[src/rtl/riscv_pkg.sv]
`default_nettype none
// ============================================================================
//  Module      : riscv_pkg
//  Description : Shared RV32I encodings for the single-cycle core: opcode,
//                funct3 and funct7 constants, the ALU operation enumeration
//                and the write-back source selector.
//  Revision    : 1.0 - initial release
// ============================================================================
package riscv_pkg;

    // Major opcodes (instr[6:0])
    localparam logic [6:0] c_OPC_LUI    = 7'b0110111;
    localparam logic [6:0] c_OPC_AUIPC  = 7'b0010111;
    localparam logic [6:0] c_OPC_JAL    = 7'b1101111;
    localparam logic [6:0] c_OPC_JALR   = 7'b1100111;
    localparam logic [6:0] c_OPC_BRANCH = 7'b1100011;
    localparam logic [6:0] c_OPC_LOAD   = 7'b0000011;
    localparam logic [6:0] c_OPC_STORE  = 7'b0100011;
    localparam logic [6:0] c_OPC_OP_IMM = 7'b0010011;
    localparam logic [6:0] c_OPC_OP     = 7'b0110011;

    // funct3 for OP / OP-IMM
    localparam logic [2:0] c_F3_ADD_SUB = 3'b000;
    localparam logic [2:0] c_F3_SLL     = 3'b001;
    localparam logic [2:0] c_F3_SLT     = 3'b010;
    localparam logic [2:0] c_F3_SLTU    = 3'b011;
    localparam logic [2:0] c_F3_XOR     = 3'b100;
    localparam logic [2:0] c_F3_SR      = 3'b101;
    localparam logic [2:0] c_F3_OR      = 3'b110;
    localparam logic [2:0] c_F3_AND     = 3'b111;

    // funct3 for BRANCH
    localparam logic [2:0] c_F3_BEQ     = 3'b000;
    localparam logic [2:0] c_F3_BNE     = 3'b001;
    localparam logic [2:0] c_F3_BLT     = 3'b100;
    localparam logic [2:0] c_F3_BGE     = 3'b101;
    localparam logic [2:0] c_F3_BLTU    = 3'b110;
    localparam logic [2:0] c_F3_BGEU    = 3'b111;

    // funct3 for LOAD / STORE (access width and extension)
    localparam logic [2:0] c_F3_B       = 3'b000;
    localparam logic [2:0] c_F3_H       = 3'b001;
    localparam logic [2:0] c_F3_W       = 3'b010;
    localparam logic [2:0] c_F3_BU      = 3'b100;
    localparam logic [2:0] c_F3_HU      = 3'b101;

    // funct7
    localparam logic [6:0] c_F7_BASE    = 7'b0000000;
    localparam logic [6:0] c_F7_ALT     = 7'b0100000;
    localparam logic [6:0] c_F7_MULDIV  = 7'b0000001;

    typedef enum logic [3:0] {
        ALU_ADD  = 4'd0,
        ALU_SUB  = 4'd1,
        ALU_SLL  = 4'd2,
        ALU_SLT  = 4'd3,
        ALU_SLTU = 4'd4,
        ALU_XOR  = 4'd5,
        ALU_SRL  = 4'd6,
        ALU_SRA  = 4'd7,
        ALU_OR   = 4'd8,
        ALU_AND  = 4'd9,
        ALU_MUL  = 4'd10
    } alu_op_t;

    typedef enum logic [1:0] {
        WB_ALU  = 2'd0,
        WB_PC4  = 2'd1,
        WB_LOAD = 2'd2
    } wb_sel_t;

    // Maps funct3 plus the funct7[5] "alternate" bit onto an ALU operation.
    // The alternate bit only matters for ADD/SUB and SRL/SRA.
    function automatic alu_op_t alu_op_decode(input logic [2:0] funct3,
                                              input logic       alt);
        alu_op_t op;
        case (funct3)
            c_F3_ADD_SUB: op = alt ? ALU_SUB : ALU_ADD;
            c_F3_SLL:     op = ALU_SLL;
            c_F3_SLT:     op = ALU_SLT;
            c_F3_SLTU:    op = ALU_SLTU;
            c_F3_XOR:     op = ALU_XOR;
            c_F3_SR:      op = alt ? ALU_SRA : ALU_SRL;
            c_F3_OR:      op = ALU_OR;
            default:      op = ALU_AND;
        endcase
        return op;
    endfunction

endpackage
`default_nettype wire

[src/rtl/riscv_alu.sv]
`default_nettype none
// ============================================================================
//  Module      : riscv_alu
//  Description : Combinational integer ALU for the RV32I core (including the
//                low half of MUL).
//  Ports       : i_a, i_b  - 32-bit operands
//                i_op      - operation select (alu_op_t)
//                o_result  - 32-bit result
//  Revision    : 1.0 - initial release
// ============================================================================
module riscv_alu
    import riscv_pkg::*;
(
    input  logic [31:0] i_a,
    input  logic [31:0] i_b,
    input  alu_op_t     i_op,
    output logic [31:0] o_result
);

    logic [4:0] w_shamt;

    // Shift amounts only ever use the low five bits of the second operand.
    assign w_shamt = i_b[4:0];

    always_comb begin
        o_result = 32'd0;
        case (i_op)
            ALU_ADD:  o_result = i_a + i_b;
            ALU_SUB:  o_result = i_a - i_b;
            ALU_SLL:  o_result = i_a << w_shamt;
            ALU_SLT:  o_result = {31'd0, $signed(i_a) < $signed(i_b)};
            ALU_SLTU: o_result = {31'd0, i_a < i_b};
            ALU_XOR:  o_result = i_a ^ i_b;
            ALU_SRL:  o_result = i_a >> w_shamt;
            ALU_SRA:  o_result = $unsigned($signed(i_a) >>> w_shamt);
            ALU_OR:   o_result = i_a | i_b;
            ALU_AND:  o_result = i_a & i_b;
            ALU_MUL:  o_result = i_a * i_b;
            default:  o_result = 32'd0;
        endcase
    end

endmodule
`default_nettype wire

[src/rtl/riscv_cpu_core.sv]
`default_nettype none
// ============================================================================
//  Module      : riscv_cpu_core
//  Description : Single-cycle RV32I core with MUL. Every instruction fetches,
//                decodes, executes, accesses memory and writes back in one
//                clock. Unsupported encodings retire as NOPs.
//  Ports       : clk            - rising-edge clock
//                rst            - synchronous, active-low reset
//                instr_addr_o   - fetch address (the PC)
//                instr_data_i   - instruction word, combinational return
//                data_addr_o    - load/store byte address (rs1 + imm)
//                data_wdata_o   - store data, replicated across lanes
//                data_we_o      - per-byte write enables
//                data_rdata_i   - load word, combinational return
//  Revision    : 1.0 - initial release
// ============================================================================
module riscv_cpu_core
    import riscv_pkg::*;
#(
    parameter logic [31:0] RESET_PC = 32'h0000_0000
) (
    input  logic        clk,
    input  logic        rst,
    output logic [31:0] instr_addr_o,
    input  logic [31:0] instr_data_i,
    output logic [31:0] data_addr_o,
    output logic [31:0] data_wdata_o,
    output logic [3:0]  data_we_o,
    input  logic [31:0] data_rdata_i
);

    // ------------------------------------------------------------------
    // State
    // ------------------------------------------------------------------
    logic [31:0] r_pc;
    logic [31:0] r_regs [0:31];

    // ------------------------------------------------------------------
    // Instruction fields and immediates
    // ------------------------------------------------------------------
    logic [6:0]  w_opcode;
    logic [4:0]  w_rd;
    logic [4:0]  w_rs1;
    logic [4:0]  w_rs2;
    logic [2:0]  w_funct3;
    logic [6:0]  w_funct7;
    logic [31:0] w_imm_i;
    logic [31:0] w_imm_s;
    logic [31:0] w_imm_b;
    logic [31:0] w_imm_u;
    logic [31:0] w_imm_j;

    assign w_opcode = instr_data_i[6:0];
    assign w_rd     = instr_data_i[11:7];
    assign w_funct3 = instr_data_i[14:12];
    assign w_rs1    = instr_data_i[19:15];
    assign w_rs2    = instr_data_i[24:20];
    assign w_funct7 = instr_data_i[31:25];

    assign w_imm_i = {{20{instr_data_i[31]}}, instr_data_i[31:20]};
    assign w_imm_s = {{20{instr_data_i[31]}}, instr_data_i[31:25],
                      instr_data_i[11:7]};
    assign w_imm_b = {{19{instr_data_i[31]}}, instr_data_i[31], instr_data_i[7],
                      instr_data_i[30:25], instr_data_i[11:8], 1'b0};
    assign w_imm_u = {instr_data_i[31:12], 12'd0};
    assign w_imm_j = {{11{instr_data_i[31]}}, instr_data_i[31],
                      instr_data_i[19:12], instr_data_i[20],
                      instr_data_i[30:21], 1'b0};

    // ------------------------------------------------------------------
    // Register file read (x0 hard-wired to zero)
    // ------------------------------------------------------------------
    logic [31:0] w_rs1_val;
    logic [31:0] w_rs2_val;

    assign w_rs1_val = (w_rs1 == 5'd0) ? 32'd0 : r_regs[w_rs1];
    assign w_rs2_val = (w_rs2 == 5'd0) ? 32'd0 : r_regs[w_rs2];

    // ------------------------------------------------------------------
    // Address generation. The same rs1 + imm sum serves loads, stores and
    // the JALR target; only stores use the S-format immediate.
    // ------------------------------------------------------------------
    logic [31:0] w_addr_sum;
    logic [31:0] w_pc_plus4;
    logic [31:0] w_pc_rel;

    assign w_addr_sum = w_rs1_val +
                        ((w_opcode == c_OPC_STORE) ? w_imm_s : w_imm_i);
    assign w_pc_plus4 = r_pc + 32'd4;
    assign w_pc_rel   = r_pc + ((w_opcode == c_OPC_JAL) ? w_imm_j : w_imm_b);

    // ------------------------------------------------------------------
    // Branch condition
    // ------------------------------------------------------------------
    logic w_branch_cond;

    always_comb begin
        w_branch_cond = 1'b0;
        case (w_funct3)
            c_F3_BEQ:  w_branch_cond = (w_rs1_val == w_rs2_val);
            c_F3_BNE:  w_branch_cond = (w_rs1_val != w_rs2_val);
            c_F3_BLT:  w_branch_cond = ($signed(w_rs1_val) < $signed(w_rs2_val));
            c_F3_BGE:  w_branch_cond = ($signed(w_rs1_val) >= $signed(w_rs2_val));
            c_F3_BLTU: w_branch_cond = (w_rs1_val < w_rs2_val);
            c_F3_BGEU: w_branch_cond = (w_rs1_val >= w_rs2_val);
            default:   w_branch_cond = 1'b0;
        endcase
    end

    // ------------------------------------------------------------------
    // Main decode: ALU operands, write-back control and next PC
    // ------------------------------------------------------------------
    logic [31:0] w_alu_a;
    logic [31:0] w_alu_b;
    alu_op_t     w_alu_op;
    logic [31:0] w_alu_result;
    wb_sel_t     w_wb_sel;
    logic        w_rd_we;
    logic        w_store;
    logic [31:0] w_pc_next;

    always_comb begin
        w_alu_a   = w_rs1_val;
        w_alu_b   = w_rs2_val;
        w_alu_op  = ALU_ADD;
        w_wb_sel  = WB_ALU;
        w_rd_we   = 1'b0;
        w_store   = 1'b0;
        w_pc_next = w_pc_plus4;

        case (w_opcode)
            c_OPC_LUI: begin
                w_alu_a = 32'd0;
                w_alu_b = w_imm_u;
                w_rd_we = 1'b1;
            end
            c_OPC_AUIPC: begin
                w_alu_a = r_pc;
                w_alu_b = w_imm_u;
                w_rd_we = 1'b1;
            end
            c_OPC_JAL: begin
                w_wb_sel  = WB_PC4;
                w_rd_we   = 1'b1;
                w_pc_next = w_pc_rel;
            end
            c_OPC_JALR: begin
                if (w_funct3 == 3'b000) begin
                    w_wb_sel  = WB_PC4;
                    w_rd_we   = 1'b1;
                    w_pc_next = {w_addr_sum[31:1], 1'b0};
                end
            end
            c_OPC_BRANCH: begin
                if (w_branch_cond) begin
                    w_pc_next = w_pc_rel;
                end
            end
            c_OPC_LOAD: begin
                if (w_funct3 == c_F3_B || w_funct3 == c_F3_H ||
                    w_funct3 == c_F3_W || w_funct3 == c_F3_BU ||
                    w_funct3 == c_F3_HU) begin
                    w_wb_sel = WB_LOAD;
                    w_rd_we  = 1'b1;
                end
            end
            c_OPC_STORE: begin
                if (w_funct3 == c_F3_B || w_funct3 == c_F3_H ||
                    w_funct3 == c_F3_W) begin
                    w_store = 1'b1;
                end
            end
            c_OPC_OP_IMM: begin
                // Only the shifts carry funct7; ADDI never becomes SUB.
                w_alu_b  = w_imm_i;
                w_alu_op = alu_op_decode(w_funct3,
                                         (w_funct3 == c_F3_SR) && w_funct7[5]);
                case (w_funct3)
                    c_F3_SLL: w_rd_we = (w_funct7 == c_F7_BASE);
                    c_F3_SR:  w_rd_we = (w_funct7 == c_F7_BASE) ||
                                        (w_funct7 == c_F7_ALT);
                    default:  w_rd_we = 1'b1;
                endcase
            end
            c_OPC_OP: begin
                if (w_funct7 == c_F7_MULDIV) begin
                    // Only MUL is implemented; the rest of M retires as NOP.
                    if (w_funct3 == c_F3_ADD_SUB) begin
                        w_alu_op = ALU_MUL;
                        w_rd_we  = 1'b1;
                    end
                end else if (w_funct7 == c_F7_BASE) begin
                    w_alu_op = alu_op_decode(w_funct3, 1'b0);
                    w_rd_we  = 1'b1;
                end else if (w_funct7 == c_F7_ALT &&
                             (w_funct3 == c_F3_ADD_SUB || w_funct3 == c_F3_SR)) begin
                    w_alu_op = alu_op_decode(w_funct3, 1'b1);
                    w_rd_we  = 1'b1;
                end
            end
            default: begin
                // FENCE, SYSTEM and unknown opcodes: PC+4, no side effects.
            end
        endcase
    end

    riscv_alu u_alu (
        .i_a      (w_alu_a),
        .i_b      (w_alu_b),
        .i_op     (w_alu_op),
        .o_result (w_alu_result)
    );

    // ------------------------------------------------------------------
    // Load lane extraction. Misaligned addresses are not trapped: halfword
    // accesses ignore addr[0] and word accesses ignore addr[1:0].
    // ------------------------------------------------------------------
    logic [7:0]  w_lane_byte;
    logic [15:0] w_lane_half;
    logic [31:0] w_load_data;

    assign w_lane_byte = data_rdata_i[{w_addr_sum[1:0], 3'b000} +: 8];
    assign w_lane_half = w_addr_sum[1] ? data_rdata_i[31:16] : data_rdata_i[15:0];

    always_comb begin
        w_load_data = data_rdata_i;
        case (w_funct3)
            c_F3_B:  w_load_data = {{24{w_lane_byte[7]}}, w_lane_byte};
            c_F3_H:  w_load_data = {{16{w_lane_half[15]}}, w_lane_half};
            c_F3_BU: w_load_data = {24'd0, w_lane_byte};
            c_F3_HU: w_load_data = {16'd0, w_lane_half};
            default: w_load_data = data_rdata_i;
        endcase
    end

    // ------------------------------------------------------------------
    // Store lane steering: data is replicated so that the byte enables
    // alone select which lane the memory actually writes.
    // ------------------------------------------------------------------
    logic [31:0] w_store_data;
    logic [3:0]  w_store_we;

    always_comb begin
        w_store_data = w_rs2_val;
        w_store_we   = 4'b0000;
        if (w_store) begin
            case (w_funct3)
                c_F3_B: begin
                    w_store_data = {4{w_rs2_val[7:0]}};
                    w_store_we   = 4'b0001 << w_addr_sum[1:0];
                end
                c_F3_H: begin
                    w_store_data = {2{w_rs2_val[15:0]}};
                    w_store_we   = w_addr_sum[1] ? 4'b1100 : 4'b0011;
                end
                default: begin
                    w_store_data = w_rs2_val;
                    w_store_we   = 4'b1111;
                end
            endcase
        end
    end

    // ------------------------------------------------------------------
    // Write-back data
    // ------------------------------------------------------------------
    logic [31:0] w_wb_data;

    always_comb begin
        w_wb_data = w_alu_result;
        case (w_wb_sel)
            WB_PC4:  w_wb_data = w_pc_plus4;
            WB_LOAD: w_wb_data = w_load_data;
            default: w_wb_data = w_alu_result;
        endcase
    end

    // ------------------------------------------------------------------
    // Sequential state. Reset takes priority over the write port, so an
    // instruction in flight when reset arrives leaves no trace.
    // ------------------------------------------------------------------
    always_ff @(posedge clk) begin
        if (!rst) begin
            r_pc <= RESET_PC;
        end else begin
            r_pc <= w_pc_next;
        end
    end

    always_ff @(posedge clk) begin
        if (!rst) begin
            for (int i = 0; i < 32; i++) begin
                r_regs[i] <= 32'd0;
            end
        end else if (w_rd_we && (w_rd != 5'd0)) begin
            r_regs[w_rd] <= w_wb_data;
        end
    end

    // ------------------------------------------------------------------
    // Outputs. Write enables are gated combinationally so memory is never
    // written while reset is held, whatever sits at the fetch address.
    // ------------------------------------------------------------------
    assign instr_addr_o = r_pc;
    assign data_addr_o  = w_addr_sum;
    assign data_wdata_o = w_store_data;
    assign data_we_o    = rst ? w_store_we : 4'b0000;

endmodule
`default_nettype wire

[config.mk]
export PLATFORM = sky130hd
export DESIGN_NAME = riscv_cpu_core
export DESIGN_NICKNAME = d
export VERILOG_FILES = /design/src/rtl/riscv_pkg.sv /design/src/rtl/riscv_alu.sv /design/src/rtl/riscv_cpu_core.sv
export SDC_FILE = /design/constraint.sdc
export NUM_CORES = 2
export LEC_CHECK = 0
export CORE_ASPECT_RATIO = 1.75
export CORE_MARGIN = 4
export CORE_UTILIZATION = 45
export CTS_CLUSTER_DIAMETER = 80
export DETAILED_ROUTE_END_ITERATION = 8
export HOLD_SLACK_MARGIN = 0.1
export SETUP_SLACK_MARGIN = 0.15
export SLEW_MARGIN = 0
export SYNTH_ARGS = -nofsm -noshare
export SYNTH_HDL_FRONTEND = slang
export SYNTH_SLANG_ARGS = --single-unit
[constraint.sdc]
create_clock -name clk -period 14.78 [get_ports clk]
set_input_delay 2.217 -clock clk [delete_from_list [all_inputs] [get_ports clk]]
set_output_delay 2.217 -clock clk [all_outputs]
set_load 0.02 [all_outputs]
### Word level (Yosys, flattened, before mapping)

Memory sizes are Yosys's and may differ from the RTL's.
Cells that the tools add are included.

* $lt $le $gt $ge: 6
* bitwise operators: 3
* muxes and demuxes: 49
* add/sub/neg operators: 5
* reductions and logical operators: 18
* equal/unequal tests: 32
* $mul: 1
* shift-type cells: 5

Operator list (count)
* case mux 32 bit (11 select lines): 1
* case mux 32 bit (2 select lines): 4
* two-way mux 32 bit: 6
* less-than comparator 32 bit: 4
* case mux 32 bit (4 select lines): 1
* adder 32 bit: 3
* case mux 32 bit (3 select lines): 1
* case mux 4 bit (7 select lines): 3
* greater-or-equal comparator 32 bit: 2
* adder 32 x 3 -> 32 bit, second input constant: 1
* AND 32 bit: 1
* == test 32 bit: 1
* multiplier 32 x 32 -> 32 bit: 1
* != test 32 bit: 1
* bitwise OR 32 bit: 1
* OR reduction 32 bit: 1
* variable part select 32 x 6 -> 8 bit: 1
* << shifter 32 x 5 -> 32 bit: 1
* right shift 32 x 5 -> 32 bit: 1
* >>> shifter 32 x 5 -> 32 bit: 1
* subtractor 32 bit: 1
* bitwise XOR 32 bit: 1
* == test 7 x 6 -> 1 bit, second input constant: 4
* two-way mux 4 bit: 7
* 33 further kinds: 70

* register bits: 32
* memories: 1
* RAM bits: 1024
* input bits: 66
* logic and storage cells: 121
* output and inout port bits: 100

Memory list
* r_regs: depth 32, width 32, read ports 2, clocked after memory_dff 0, write ports 32, RTL line riscv_cpu_core.sv:36 `logic [31:0] r_regs [0:31];`

### Longest topological paths before layout

* word-level depth: 13
* mapped depth: 44

### By module

A second synthesis with hierarchy kept.

* cell total of the unflattened synthesis: 7655
* area total of the unflattened synthesis: 84208.3 um^2

By module, submodules not included
* riscv_cpu_core: area an instance 60484.3 um^2, times used 1, sequential area each 31370.1 um^2, cells each 4639
* riscv_alu: area an instance 23724.0 um^2, times used 1, sequential area each 0.0 um^2, cells each 3016

### Worst setup path before layout

Ideal clock, no wire load.

* kind: input to register
* start: input instr_data_i[20]
* end: memory r_regs[10][29], data pin
* slack: 2669 ps
* required time: 14510 ps
* library setup time: 270 ps
* stages: 41
* arrival time: 11841 ps
* path through: buf_6 > buf_6 > buf_4 > buf_4 > buf_4 > mux4_2 > a22oi_1 > nand4_1 > nor2b_1 > a22oi_2 > clkbuf_1 > buf_2 > buf_2 > buf_1 > nor2_1 > fa_1 > inv_1 > fa_1 > [5 not listed] > inv_1 > fa_1 > inv_1 > fa_1 > ha_1 > nand2_1 > o21bai_1 > a21boi_0 > o21ai_0 > a21oi_1 > o31ai_1 > a21oi_1 > o41ai_1 > a21o_1 > a21oi_1 > nor4_1 > buf_2 > nor3_1

RTL lines
* start: declaration: RTL line riscv_cpu_core.sv:25 `input logic [31:0] instr_data_i,`
* end: declaration: RTL line riscv_cpu_core.sv:36

==> qor.yml <==
wire_per_inst_um: 44.4
critical_path.most_common_cell: "sky130_fd_sc_hd__fa_1"
cp_capture_type: "flip-flop"
root_buffer: "sky130_fd_sc_hd__clkbuf_16"
gp_routability_congestion: 1.09
grt_pass1_wl_mm: 631
yosysUniqueCellTypes: 101
setup_viol_count_final: 0
worst_pin_slew_ps: 1710
slew_headroom_pct: -14.0
synth_edf_count: 1024
post-synth-top-count-cell: "sky130_fd_sc_hd__nor2_1"
cts-resized-gates: 0
detailedRoute.firstPassIterationCount: 9
post-synth-top-area-fraction_pct: 36.1
placedCellCount: 10300
hold-worst-slack_ps: 733
synth_top_flop_cell: "sky130_fd_sc_hd__edfxtp_1"
routed_wl_mm: 468
critical_path.startpoint: "instr_data_i[17]"
crit_type: "in -> reg"
timing.final.hold_violations: 0
synth_seq_cells: 1055
num_rows: 210
cts-hold-fix-buffers: 0
source_of_the_worst_hold_timing_path: "instr_addr_o[1]"
netlist_area_um2: 85100
ir_worst_vdd_uv: 1340
clkLatencyLatePin_ps: 780
first_global_vias: 74300
synth_area_per_cell_um2: 10.7
initial_utilization_pct: 45.4
arrival_ps: 14730
setup_total_negative_slack_ps: 0
detailedPlace.worstSlack_ps: 548
syn2layout_area_growth_pct: 10.6
iteration_0_drc_count_of_the_detailed_router: 11200
final_cell_count_without_fillers: 10600
die_area_um2: 196000
grt_max_degree: 106
post_synth_inst_count: 7981
netlist_top_cells_area: "sky130_fd_sc_hd__edfxtp_1 36%, sky130_fd_sc_hd__mux4_2 12%, sky130_fd_sc_hd__fa_1 9.7%"
boundaryPins: 166
grt_overflow_total: 0
period_minus_slack_ps: 14290
io_buffer_count: 164
cts_buffers: 100
timing.clock.skew_ps: 86.7
synth_common_cells: "1,307 x sky130_fd_sc_hd__nor2_1, 1,024 x sky130_fd_sc_hd__edfxtp_1, 612 x sky130_fd_sc_hd__nand2_1"
report.final.slew_viol_count: 6
unrepaired_setup_endpoints_after_global_routing: "no"
critical-path-slowest-cell: "sky130_fd_sc_hd__o31ai_2"
share_of_flip_flops_with_an_asynchronous_set_or_reset_after_synthesis_pct: 0
antenna_found_initial: 64
detail_route.vias_per_cell: 7.07
max-clock-path-buffers: 3
dieWidth_um: 337
drive_gt1_share_pct: 16.4
fp.coreArea_um2: 188000
nNetsFinal: 8781
finalCritPeriodShare_pct: 96.7
fmax_mhz: 70.0
status: "finished with violations"
layout_setup_ws_ps: 491
r2r-start: "r_regs[26][21]"
crit_fanout: 33
h-tree-depth: 3
dp_hpwl_mm: 327
cts_setup_buffers: 0
cts.reportedPaths.clkPinSlew_ps: 70
clkSinkCount: 1055
gr-usage-all-layers_pct: 47.7
start_kind: "input pin"
drtAntennaViolNets: 0
p_per_area_nw_per_um2: 298
chipHeight_um: 583
drv.max_cap_violation_count: 4
hold_path.class: "reg -> reg"
cpPeakStageDelay_ps: 1050
remaining_drc_errors: 0
ys_seq_area_share_pct: 36.9
cp_data_required_time_ps: 15220
tritoncts: "yes"
ys_warn_count: 0
failed_checks: "capacitance limit, slew limit"
cellLeakagePower_uw: 0.0368
routed-via-count: 74600
yosysTopAreaCell: "sky130_fd_sc_hd__edfxtp_1"
-- per-stage QoR --
step	power (uW)	utilization, %	area (um^2)
global route	29100	50.1	94000
finish	28000	50.2	94100
detailed placement	24400	48.3	90600
floorplan	14900	-	85200
global placement	24600	48.3	90600
CTS	27100	50.1	93900
-- state kept, by name, indices dropped and copies added, names as in the netlist --
name,flops
instr_addr_o,31
r_regs,1024
-- final timing paths --
kind                     end  slack, ps  cells past startpoint
max           r_regs[23][30]        490                     31
min          instr_addr_o[1]        730                      3
max reg2reg   r_regs[23][30]       2690                     31
min reg2reg  instr_addr_o[1]        730                      3
-- cells in the final DEF, fill, tap and decap left out, drive strengths merged, types with 82 or more instances in the layout --
cell type	Yosys	final
a21o	85	85
a21oi	367	367
buf	303	421
clkbuf	400	116
clkdlybuf4s50	0	151
edfxtp	1024	1024
fa	412	412
ha	316	316
inv	524	526
mux2	82	82
mux2i	322	322
mux4	465	465
nand2	612	612
nor2	1307	1307
nor3	317	317
o21ai	258	258
xnor2	138	138
-- where the power goes --
part	leakage [uW]	switching, uW	internal, uW
logic	0.0244	14100	7850
registers	0.0108	60.8	3380
clock network	0.00158	1240	1410
total	0.0368	15400	12600
-- final cells by class --
class                   count  area, um^2
fillers                 17200       93500
multi-input cells        5719       49200
flip-flops and latches   1055       31400
repair buffers            575        5150
well taps                2438        3050
clock buffers             113        2550
inverters                 536        2010
clock inverters            71         713
diodes                     44         110
-- layer usage --
layer	share of wire [%]	up-vias	global-route usage, %
met3	12	2361	17.7
met4	13	38	48.9
met5	0.12	-	1.33
met1	30	37300	48.1
met2	45	6181	73.5
li1	-	28800	-
-- logic make-up after synthesis --
| group | count (synthesis) | share of synthesized area, % |
|---|---|---|
| and+or+nand+nor | 2598 | 13.1 |
| AOI/OAI and AO/OA | 1308 | 10.5 |
| buffers and inverters | 1239 | 6.18 |
| DFF | 1055 | 36.9 |
| muxes | 869 | 17.2 |
| adders and majority gates | 728 | 14.3 |
| xor gates and xnor gates | 183 | 1.92 |
| other | 1 | 0.00441 |
-- critical path, delay by kind of cell --
family,cells,cell delay (ps)
AO/OA/AOI/OAI,8,2980
adder cells (fa/ha/maj),9,4440
buffers and inverters,8,2630
AND/OR/NAND/NOR,6,2340
No activity file was read; power rests on OpenSTA's default activity.
